--- config.mk ---
export PLATFORM = sky130hd
export DESIGN_NAME = ram_port_arbiter
export DESIGN_NICKNAME = d
export VERILOG_FILES = /design/src/rtl/ram_port_arbiter.sv
export SDC_FILE = /design/constraint.sdc
export NUM_CORES = 1
export LEC_CHECK = 0
export BUFFER_PORTS_ARGS = -buffer_cell sky130_fd_sc_hd__buf_4
export CAP_MARGIN = 10
export CORE_ASPECT_RATIO = 0.8
export CORE_UTILIZATION = 50
export CTS_BUF_LIST = sky130_fd_sc_hd__clkbuf_2 sky130_fd_sc_hd__clkbuf_4 sky130_fd_sc_hd__clkbuf_8
export DETAILED_ROUTE_END_ITERATION = 10
export PLACE_DENSITY = 0.76
export SETUP_SLACK_MARGIN = 0.05
export SLEW_MARGIN = 0
export SYNTH_ARGS = -nofsm -noshare
export SYNTH_HDL_FRONTEND = slang
export SYNTH_SLANG_ARGS = --single-unit
--- constraint.sdc ---
create_clock -name clk -period 4.75 [get_ports clk]
set_input_delay 0.475 -clock clk [delete_from_list [all_inputs] [get_ports clk]]
set_output_delay 0.475 -clock clk [all_outputs]
set_load 0.03 [all_outputs]
--- src/rtl/ram_port_arbiter.sv ---
`default_nettype none
// ============================================================================
// Module   : ram_port_arbiter
// Summary  : round-robin sharing of a 2-read/1-write block RAM, 2-cycle reads
// Revision : 1.0
// ============================================================================
module ram_port_arbiter #(
    parameter int NUM_REQ   = 4,
    parameter int ADDR_W    = 16,
    parameter int DATA_W    = 16,
    parameter int RAM_DEPTH = 700
) (
    input  logic                      clk,
    input  logic                      rst,
    input  logic [NUM_REQ-1:0]        req,
    input  logic [NUM_REQ-1:0]        req_we,
    input  logic [NUM_REQ*ADDR_W-1:0] req_addr,
    input  logic [NUM_REQ*DATA_W-1:0] req_wdata,
    output logic [NUM_REQ-1:0]        gnt,
    output logic [NUM_REQ-1:0]        rsp_valid,
    output logic [NUM_REQ-1:0]        rsp_err,
    output logic [NUM_REQ*DATA_W-1:0] rsp_data,
    output logic                      ram_write_enabled,
    output logic [ADDR_W-1:0]         ram_write_address,
    output logic [DATA_W-1:0]         ram_write_value,
    output logic [ADDR_W-1:0]         ram_read_address,
    input  logic [DATA_W-1:0]         ram_read_value,
    output logic [ADDR_W-1:0]         ram_read_address2,
    input  logic [DATA_W-1:0]         ram_read_value2
);
    localparam int              c_IDX_W = (NUM_REQ > 1) ? $clog2(NUM_REQ) : 1;
    localparam logic [ADDR_W:0] c_DEPTH = RAM_DEPTH[ADDR_W:0];

    function automatic logic out_of_range(input logic [ADDR_W-1:0] a);
        return {1'b0, a} >= c_DEPTH;
    endfunction

    logic [c_IDX_W-1:0] r_ptr;

    logic               w_rd1_hit, w_rd2_hit, w_wr_hit;
    logic [c_IDX_W-1:0] w_rd1_sel, w_rd2_sel, w_wr_sel, w_next_ptr, w_idx;
    logic [ADDR_W-1:0]  w_rd1_addr, w_rd2_addr, w_wr_addr;
    logic [DATA_W-1:0]  w_wr_data;
    logic [NUM_REQ-1:0] w_gnt;
    int                 w_pos, w_nxt;

    // Scan from the pointer; the last grant seen is the highest scan position,
    // so it alone decides where the next scan starts.
    always_comb begin
        w_rd1_hit  = 1'b0;
        w_rd2_hit  = 1'b0;
        w_wr_hit   = 1'b0;
        w_rd1_sel  = '0;
        w_rd2_sel  = '0;
        w_wr_sel   = '0;
        w_rd1_addr = '0;
        w_rd2_addr = '0;
        w_wr_addr  = '0;
        w_wr_data  = '0;
        w_gnt      = '0;
        w_next_ptr = r_ptr;
        w_idx      = '0;
        w_pos      = 0;
        w_nxt      = 0;
        for (int k = 0; k < NUM_REQ; k++) begin
            w_pos = int'(r_ptr) + k;
            if (w_pos >= NUM_REQ) w_pos = w_pos - NUM_REQ;
            w_idx = c_IDX_W'(w_pos);
            w_nxt = (w_pos == NUM_REQ - 1) ? 0 : w_pos + 1;
            if (req[w_idx]) begin
                if (req_we[w_idx]) begin
                    if (!w_wr_hit) begin
                        w_wr_hit      = 1'b1;
                        w_wr_sel      = w_idx;
                        w_wr_addr     = req_addr[w_pos*ADDR_W +: ADDR_W];
                        w_wr_data     = req_wdata[w_pos*DATA_W +: DATA_W];
                        w_gnt[w_idx]  = 1'b1;
                        w_next_ptr    = c_IDX_W'(w_nxt);
                    end
                end else if (!w_rd1_hit) begin
                    w_rd1_hit     = 1'b1;
                    w_rd1_sel     = w_idx;
                    w_rd1_addr    = req_addr[w_pos*ADDR_W +: ADDR_W];
                    w_gnt[w_idx]  = 1'b1;
                    w_next_ptr    = c_IDX_W'(w_nxt);
                end else if (!w_rd2_hit) begin
                    w_rd2_hit     = 1'b1;
                    w_rd2_sel     = w_idx;
                    w_rd2_addr    = req_addr[w_pos*ADDR_W +: ADDR_W];
                    w_gnt[w_idx]  = 1'b1;
                    w_next_ptr    = c_IDX_W'(w_nxt);
                end
            end
        end
    end

    logic               r_rd1_valid, r_rd2_valid, r_rd1_oor, r_rd2_oor, r_wr_err;
    logic [c_IDX_W-1:0] r_rd1_owner, r_rd2_owner, r_wr_owner;

    always_ff @(posedge clk or posedge rst) begin
        if (rst) begin
            r_ptr             <= '0;
            gnt               <= '0;
            r_rd1_valid       <= 1'b0;
            r_rd2_valid       <= 1'b0;
            r_rd1_oor         <= 1'b0;
            r_rd2_oor         <= 1'b0;
            r_wr_err          <= 1'b0;
            r_rd1_owner       <= '0;
            r_rd2_owner       <= '0;
            r_wr_owner        <= '0;
            ram_read_address  <= '0;
            ram_read_address2 <= '0;
            ram_write_enabled <= 1'b0;
            ram_write_address <= '0;
            ram_write_value   <= '0;
        end else begin
            r_ptr             <= w_next_ptr;
            gnt               <= w_gnt;
            r_rd1_valid       <= w_rd1_hit;
            r_rd2_valid       <= w_rd2_hit;
            r_wr_err          <= w_wr_hit && out_of_range(w_wr_addr);
            ram_write_enabled <= w_wr_hit && !out_of_range(w_wr_addr);
            if (w_rd1_hit) begin
                ram_read_address <= w_rd1_addr;
                r_rd1_owner      <= w_rd1_sel;
                r_rd1_oor        <= out_of_range(w_rd1_addr);
            end
            if (w_rd2_hit) begin
                ram_read_address2 <= w_rd2_addr;
                r_rd2_owner       <= w_rd2_sel;
                r_rd2_oor         <= out_of_range(w_rd2_addr);
            end
            if (w_wr_hit) begin
                r_wr_owner        <= w_wr_sel;
                ram_write_address <= w_wr_addr;
                ram_write_value   <= w_wr_data;
            end
        end
    end

    logic [NUM_REQ-1:0]        w_rsp_valid, w_rsp_err;
    logic [NUM_REQ*DATA_W-1:0] w_rsp_data;

    // RAM read data is sampled in the same edge the write commits, which
    // gives read-before-write for same-cycle grants to one address.
    always_comb begin
        w_rsp_valid = '0;
        w_rsp_err   = '0;
        w_rsp_data  = rsp_data;
        if (r_rd1_valid) begin
            if (r_rd1_oor) begin
                w_rsp_err[r_rd1_owner] = 1'b1;
                w_rsp_data[int'(r_rd1_owner)*DATA_W +: DATA_W] = '0;
            end else begin
                w_rsp_valid[r_rd1_owner] = 1'b1;
                w_rsp_data[int'(r_rd1_owner)*DATA_W +: DATA_W] = ram_read_value;
            end
        end
        if (r_rd2_valid) begin
            if (r_rd2_oor) begin
                w_rsp_err[r_rd2_owner] = 1'b1;
                w_rsp_data[int'(r_rd2_owner)*DATA_W +: DATA_W] = '0;
            end else begin
                w_rsp_valid[r_rd2_owner] = 1'b1;
                w_rsp_data[int'(r_rd2_owner)*DATA_W +: DATA_W] = ram_read_value2;
            end
        end
        if (r_wr_err) w_rsp_err[r_wr_owner] = 1'b1;
    end

    always_ff @(posedge clk or posedge rst) begin
        if (rst) begin
            rsp_valid <= '0;
            rsp_err   <= '0;
            rsp_data  <= '0;
        end else begin
            rsp_valid <= w_rsp_valid;
            rsp_err   <= w_rsp_err;
            rsp_data  <= w_rsp_data;
        end
    end

endmodule
`default_nettype wire

Yosys cells after proc, flatten, opt, wreduce, memory -nomap -nowiden
Index checks and enable logic that the tools add are counted.
{"block": "word_totals", "inputBits": 170, "regBits": 154, "elab_cells": 271}
{"block": "op_classes", "add_sub_neg": 13, "shift": 14, "n_eq_ne": 4, "bitwise_logic": 6, "n_lt_le_gt_ge": 21, "muxes": 185, "reduce_logical": 10}
{"operator": "$mux W16", "count": 44}
{"operator": "$shiftx A64 B32 Y16", "count": 8}
{"operator": "$bwmux W64", "count": 4}
{"operator": "$mux W64", "count": 4}
{"operator": "$eq A32 B3 Y1 const B", "count": 4}
{"operator": "$mux W32", "count": 4}
{"operator": "$shift A16 B33 Y64 const A", "count": 2}
{"operator": "$shiftx A16 B33 Y64", "count": 2}
{"operator": "$shiftx A16 B33 Y64 const A", "count": 2}
{"operator": "$mux W2", "count": 51}
{"operator": "$mux W4", "count": 23}
{"operator": "$neg A6 Y33", "count": 2}
{"operator": "$ge A16 B10 Y1 const B", "count": 3}
{"operator": "$mux W1", "count": 40}
{"operator": "$or A4 B4 Y4", "count": 6}
{"operator": "$lt A2 B3 Y1 const B", "count": 7}
{"operator": "$bmux W1 S2", "count": 8}
{"operator": "$demux W1 S2", "count": 7}
{"operator": "$ge A2 B1 Y1 const B", "count": 7}
{"operator": "$sub A3 B3 Y4 const B", "count": 3}
{"operator": "$ge A3 B3 Y1 const B", "count": 3}
{"operator": "$logic_and A1 B1 Y1", "count": 9}
{"operator": "$add A2 B2 Y2 const B", "count": 4}
{"operator": "$add A2 B2 Y3 const B", "count": 2}
{"operator": "other kinds (4)", "count": 4}

Depth between registers and ports, before layout
Gate-level depths: netlist (run 1).
{"block": "depth", "word_depth": 21, "ltp_mapped": 17, "ltp_nobuf": 10}

Worst setup path after synthesis (run 1)
OpenSTA, ideal clock, no wires.
{"block": "synth_timing", "path_type": "register to register", "startpoint": "register r_ptr[0]", "endpoint": "register r_rd2_oor", "synth_period_minus_slack_ns": 4.258, "t_arrival_ns": 4.137, "stages_incl_launch_ff": 18, "slack_ns": 0.492, "path_cell_list": "dfrtp_1 > buf_6 > buf_6 > buf_4 > buf_4 > buf_2 > clkinv_1 > ha_1 > mux4_2 > nor2b_4 > buf_6 > xnor2_4 > nand2b_1 > buf_4 > o221ai_2 > a2111oi_2 > nand4_1 > o22a_1"}
{"block": "synth_between", "elab_chain_cells": 18}
{"item": "from (decl)", "line_no": "38", "source": "logic [c_IDX_W-1:0] r_ptr;"}
{"item": "from (signal assigned)", "line_no": "118", "source": "r_ptr <= w_next_ptr;"}
{"item": "branches (longest 18 deep; another with $sub A3 B3 Y4)"}
{"item": "to (signal assigned)", "line_no": "132", "source": "r_rd2_oor <= out_of_range(w_rd2_addr);"}
{"item": "to (decl)", "line_no": "97", "source": "logic r_rd1_valid, r_rd2_valid, r_rd1_oor, r_rd2_oor, r_wr_err;"}
Parallel ways; which one is timed is not known. The select of a mux whose other input is x is not followed.
A chain may end at the register's enable or synchronous reset.

Worst setup path in the final report (run 1)
{"block": "layout_timing", "startpoint": "register r_ptr[0]", "endpoint": "register r_rd1_oor"}
{"block": "layout_between", "elab_chain_cells": 16}
{"item": "branches (longest 16 deep; another with $sub A3 B3 Y4)"}
{"item": "to (signal assigned)", "line_no": "127", "source": "r_rd1_oor <= out_of_range(w_rd1_addr);"}
{"item": "to (decl)", "line_no": "97"}
Parallel ways; which one is timed is not known. The select of a mux whose other input is x is not followed.

==> impl_results.md, run 1 <==
- Layout area overhead: 24.3%
- Commonest non-fill, non-tap cell in the layout: buf_4
- Pin count of the biggest net entering global routing: 137
- Worst Clk Skew: 22.1 ps
- Post-Syn Instances: 1264
- Setup crit start: r_ptr[0]$_DFF_PP0_
- Multiplexer share of the synthesized area: 19.9%
- Synthesized area: 11700 um^2
- DIE WIDTH: 173 um
- Worst path slowest cell: ha_4
- Worst-path cell chain: clkinv_1, ha_4, buf_4, mux4_2, nor2b_1, buf_4, nand4_1, o22ai_1, a21oi_1, nand4_1, o32ai_1, o21ai_1
- CP max FO: 31
- Max H-tree Level: 4
- Period utilization: 83.3%
- Post-synthesis async set-or-reset flop share: 100%
- Ys flop type: dfrtp_1
- Psw: 6.84 mW
- GPL Wtd Cong: 1.05
- Synth warnings: 0
- Post-Synth XOR/XNOR Area: 0.383%
- Synth Register Bits: 154
- IO Pins: 311
- Worst vdd ir: 0.000528 V
- Buffers on Ports: 310
- Clock tree from TritonCTS: yes
- Fraction of layout cells with a size suffix above 1: 32.9%
- Clock power frac: 8.3%
- Post-route ant nets: 0
- Clock insertion delay at the later pin of the skew report: 480 ps
- Storage element area: 3860 um^2
- Number of global-route vias before repair: 11600
- Placed Cells incl. Taps: 1796
- Drt first pass iters: 6
- Root Buffer Master: clkbuf_8
- Simple-Gate Fraction of Synth Area: 14.3%
- Cts repair resizes: 0
- Worst min-delay path category: input port to async pin
- Area of the multi-input gates: 7350 um^2
- Setup TNS: 0 ps
- Core Area: 22700 um^2
- P_leak: 6.43 nW
- Final setup fails: 0
- Initial Util: 51.6%
- Fin. Hold Viols: 0
- First-pass GRT wire length: 69.0 mm
- Die area: 24100 um^2
- DR vias: 12400
- Pwr/cell area: 863 nW/um^2
- Post-route insts no fill: 1828
- Min Tclk post-route: 3960 ps
- Syn nets: 1456
- Reg clk slew, reported paths: 110 ps
- Adder-cell share of the synthesized area: 2.34%
- Dpl hpwl: 33.9 mm
- Rows: 49
- Crit-path max cell delay: 520 ps
- Worst-case reg-to-reg path depth: 12
- Total CTS buffers: 17
- Nets: 1701
- F_max: 0.253 GHz
- MaxCap Viol Count: 0
- Seq pwr share: 17.3%
- GRT overflow: 0
- Die height: 139 um
- Rel. slew slack: 10.7%
- CTS Hold Buffers Added: 0
- Design area: 14600 um^2
- Post-synth cell types: 70
- Clock buffer depth: 2
- Most frequent cells in the layout: buf_4, nand2_1, dfrtp_1, o21ai_0
- Worst Path Buf+Inv: 3
- Part of the power in combinational logic: 74.4%
- CP Capture Type: flip-flop
- CP required: 5090 ps
- Post-synth EDFFs: 0
- Critical Path Source Type: flip-flop
- Int Pwr: 5.76 mW
- Clk sinks: 154
- RSZ-0062 raised after global routing: no
- N_diodes: 0
- Worst Tran Pin Value: 1330 ps
- Drc violations: 0
- 1st-iter DRT viols: 1498
- Post CTS Setup Buffer Count: 0
- Fill count: 1895
- Area of placed instances: 14200 um^2
- Run status: complete, no violations
- Vias/cell: 6.80
- Critical path class: flip-flop to flip-flop
- Initial antenna violation count: 0
- CP delay by family, top: compound AO/OA/AOI/OAI gates
- Seq/Total Area, Yosys: 32.8%
- Synth Area in Compound Gates: 25.5%
- WP depth: 12
- DRT Wirelength: 45.3 mm
- Routed len/inst: 24.8 um
- Reg-to-reg slack, setup: 790 ps
- Worst Path Arrival: 4290 ps
- CP endpoint: r_rd1_oor$_DFFE_PP0P_
- Final design utilization: 64.2%
- Total track usage: 37.1%
- RR Endpoint: r_rd1_oor$_DFFE_PP0P_
- Mapped Avg Cell Area: 9.29 um^2
- Sw Ratio: 54.3%
- Pins Over Slew Limit: 0
- R2R Path Start: r_ptr[0]$_DFF_PP0_
- Main combinational cell family by area after synthesis: compound AO/OA/AOI/OAI gates
## state kept, by name, indices dropped and copies added (netlist names), 4 cells and up
signal             cells
gnt                    4
ram_read_address      16
ram_read_address2     16
ram_write_address     16
ram_write_value       16
rsp_data              64
rsp_err                4
rsp_valid              4
## synth_stat cells, drive strengths merged, types with 4 or more instances
library cell / count / area share (%)
nand2: 183 / 5.9
dfrtp: 154 / 33
o21ai: 122 / 5.2
a21oi: 74 / 3.2
a22oi: 74 / 4.7
nor2: 71 / 2.3
mux4: 68 / 13
clkbuf: 62 / 2.0
buf: 51 / 2.4
mux2i: 39 / 3.3
mux2: 37 / 3.5
o22ai: 27 / 1.5
ha: 22 / 2.3
o221ai: 22 / 1.7
a21o: 21 / 1.3
nand3: 20 / 0.85
nor3: 20 / 0.89
and2: 19 / 1.0
nand2b: 18 / 0.96
o211ai: 17 / 1.1
inv: 11 / 0.35
and3: 10 / 0.53
a2bb2oi: 9 / 0.67
a32oi: 9 / 0.67
a221oi: 8 / 0.60
nor2b: 8 / 0.51
a211oi: 6 / 0.38
a221o: 6 / 0.51
a22o: 6 / 0.45
nand4: 6 / 0.32
o22a: 6 / 0.45
a222oi: 5 / 0.43
o32a: 5 / 0.43
a311oi: 4 / 0.30
a31oi: 4 / 0.21
and4: 4 / 0.30
nand3b: 4 / 0.26
o32ai: 4 / 0.30
## worst reg2reg max path: cells and delay by family, from the launching register on
kind / cells / cell delay, ps
compound gates: 4 / 940
simple gates: 3 / 730
mux: 1 / 440
flops: 1 / 420
fa+ha+maj: 1 / 520
buf+inv: 3 / 760
## area by class of cell
cell class / count / share of cell area [%]
clock buffer: 18 / 1.70
clock inverter: 14 / 1.05
inverter: 12 / 0.343
multi-input combinational: 985 / 50.4
sequential: 154 / 26.4
tap: 306 / 2.62
timing repair buffer: 339 / 17.5
## power groups by stage
stage	Sequential, mW	Combinational [mW]	Clock [mW]
floorplan	2.87	5.69	0
global placement	2.19	9.09	0
detailed placement	2.19	9.13	0
CTS	2.17	9.17	1.04
global route	2.23	9.93	1.10
finish	2.18	9.38	1.04
## worst min path at each step
stage                                            from                           endpoint  slack, ps
floorplan                   r_wr_owner[0]$_DFFE_PP0P_               rsp_err[2]$_DFF_PP0_        510
global placement     ram_read_address2[8]$_DFFE_PP0P_   ram_read_address2[8]$_DFFE_PP0P_        470
detailed placement  ram_read_address2[15]$_DFFE_PP0P_  ram_read_address2[15]$_DFFE_PP0P_        470
CTS                                               rst    ram_write_value[15]$_DFFE_PP0P_         70
global route                                      rst    ram_write_value[11]$_DFFE_PP0P_         90
finish                                            rst    ram_write_value[15]$_DFFE_PP0P_         50
## metal layers
layer	share of wire, %	GRT usage [%]	up-vias
met5	0	0	-
met4	2.1	8.48	0
li1	-	-	5331
met3	9.6	7.70	95
met1	44	55.4	6153
met2	45	55.0	851
## per-stage QoR
stage                     hold WS [ps]  setup slack (ps)  total power, mW
final                             52.0               793             12.6
after global routing              89.1               546             13.3
after CTS                         73.3               831             12.4
after detailed placement           469               873             11.3
after global placement             469               996             11.3
after floorplan                    514               125             8.55
## kinds of logic (layout without fill, tap and decap cells)
logic type                 Yosys count  in the layout
and+or+nand+nor                    370            370
AOI/OAI and AO/OA                  446            446
DFF                                154            154
xor gates and xnor gates             3              3
muxes                              144            144
adders and majority gates           22             22
buffers and inverters              125            383
No activity file was read; power rests on OpenSTA's default activity.
==> inputs of run 2 (changes only) <==
Clock period 4.75 ns to 3.2 ns, I/O delays scaled along.
==> impl_results.md, run 2 (same netlist as run 1, synthesis figures left out) <==
- Run status: finished, violations left
- Failing checks: negative hold slack
- CP Capture Type: flip-flop
- Pin count of the biggest net entering global routing: 66
- First-pass GRT wire length: 71.2 mm
- Area of placed instances: 15200 um^2
- Setup ws final: 53.9 ps
- Layout area overhead: 34.5%
- Fraction of layout cells with a size suffix above 1: 39.2%
- Area of the multi-input gates: 7520 um^2
- Total track usage: 38.1%
- Part of the power in combinational logic: 77.2%
- MaxCap Viol Count: 0
- Hold slack: -4.29 ps
- Total CTS buffers: 17
- Clock power frac: 7.7%
- Max H-tree Level: 4
- Number of global-route vias before repair: 12100
- Clock buffer depth: 2
- IO Pins: 311
- Clock insertion delay at the later pin of the skew report: 490 ps
- Core Area: 22700 um^2
- GRT overflow: 0
- Post-route ant nets: 0
- DR vias: 13000
- Root Buffer Master: clkbuf_8
- Int Pwr: 10.3 mW
- Worst Path Arrival: 3510 ps
- CP max FO: 8
- DIE WIDTH: 173 um
- Critical path class: flip-flop to flip-flop
- DRT Wirelength: 46.9 mm
- Psw: 11.1 mW
- Drc violations: 0
- Nets: 1818
- F_max: 0.318 GHz
- CTS Hold Buffers Added: 0
- Buffers on Ports: 310
- GPL Wtd Cong: 1.11
- Top reg by flops: rsp_data
- Fill count: 1816
- Pins Over Slew Limit: 0
- Seq pwr share: 15.1%
- Worst Tran Pin Value: 873 ps
- Rows: 49
- Initial antenna violation count: 0
- Design area: 15800 um^2
- Clk sinks: 154
- Max reg flops: 64
- RSZ-0062 raised after global routing: yes
- Rel. slew slack: 41.6%
- Dpl ws: -152 ps
- Dpl hpwl: 35.6 mm
- Min Tclk post-route: 3150 ps
- Die height: 139 um
- Power consumption: 21.3 mW
- Fin. Hold Viols: 3
- CP required: 3570 ps
- Storage element area: 3860 um^2
- Clock tree from TritonCTS: yes
- Sw Ratio: 51.8%
- 1st-iter DRT viols: 1426
- Critical Path Source Type: flip-flop
- Final setup fails: 0
- Drt first pass iters: 8
- P_leak: 7.10 nW
- Initial Util: 51.6%
- Pwr/cell area: 1350 nW/um^2
- Worst vdd ir: 0.000767 V
- Period utilization: 98.3%
- Worst min-delay path category: input port to async pin
- Routed len/inst: 24.1 um
- Reg clk slew, reported paths: 100 ps
- Vias/cell: 6.69
- N_diodes: 0
- Worst Clk Skew: 15.2 ps
- Die area: 24100 um^2
- Commonest non-fill, non-tap cell in the layout: buf_4
- Most frequent cells in the layout: buf_4, nand2_1, dfrtp_1, o21ai_0, a22oi_1
==> run 2: layer usage <==
| metal | wire length (um) | track usage (%) |
|---|---|---|
| met4 | 1330 | 10.6 |
| met3 | 5150 | 8.39 |
| met2 | 20700 | 57.4 |
| met5 | 0 | 0 |
| met1 | 19800 | 55.2 |
==> run 2: path summary, 6_finish.rpt <==
path | end | slack, ps | depth (start not counted) | startpoint
worst min register to register | ram_write_address[10]$_DFFE_PP0P_ | 490 | 1 | ram_write_address[10]$_DFFE_PP0P_
min in group clk | rsp_data[18]$_DFF_PP0_ | 70 | 3 | ram_read_value2[2]
worst max register to register | r_rd2_oor$_DFFE_PP0P_ | 50 | 11 | r_ptr[0]$_DFF_PP0_
worst max-delay path | r_rd2_oor$_DFFE_PP0P_ | 50 | 11 | r_ptr[0]$_DFF_PP0_
max in group asynchronous | ram_read_address[8]$_DFFE_PP0P_ | 2470 | 3 | rst
worst min-delay path | ram_write_value[1]$_DFFE_PP0P_ | -4 | 2 | rst
==> run 2: what timing repair did <==
action | 4_1_cts | 5_1_grt
pin swaps | 0 | 10
resized for setup | 5 | 21
cloned | 0 | 1
setup buffers | 0 | 6
endpoints found under the setup margin | 3 | 12
==> run 2: stage by stage <==
step	setup TNS, ps	util [%]	cells
floorplan	-8950	-	1264
global placement	-125	66.7	1906
detailed placement	-169	66.7	1906
CTS	0	68.7	1938
global route	-131	69.5	1945
finish	0	69.5	1945
==> run 2: cell type report <==
class / instances / share of cell area [%]
multi-input combinational: 985 / 47.6
sequential: 154 / 24.4
timing repair buffer: 456 / 22.4
tap: 306 / 2.42
clock buffer: 17 / 1.48
clock inverter: 15 / 1.24
inverter: 12 / 0.388
==> run 2: worst max-delay path, stage by stage, from the launching register on <==
cell and delay (ps):
dfrtp_4 480, clkinv_8 60, ha_4 290, mux4_2 630
nor2b_4 300, xnor2_2 110, o211ai_2 210, buf_4 170
o221ai_4 110, a2111oi_4 340, nand4_1 140, o22a_1 180
==> run 2: power by group through the flow <==
stage / combinational, mW / sequential [mW] / clock (mW)
final: 16.5 / 3.22 / 1.63
after global routing: 17.3 / 3.29 / 1.71
after CTS: 15.7 / 3.21 / 1.64
after detailed placement: 15.6 / 3.24 / 0
after global placement: 15.5 / 3.23 / 0
after floorplan: 8.83 / 4.26 / 0
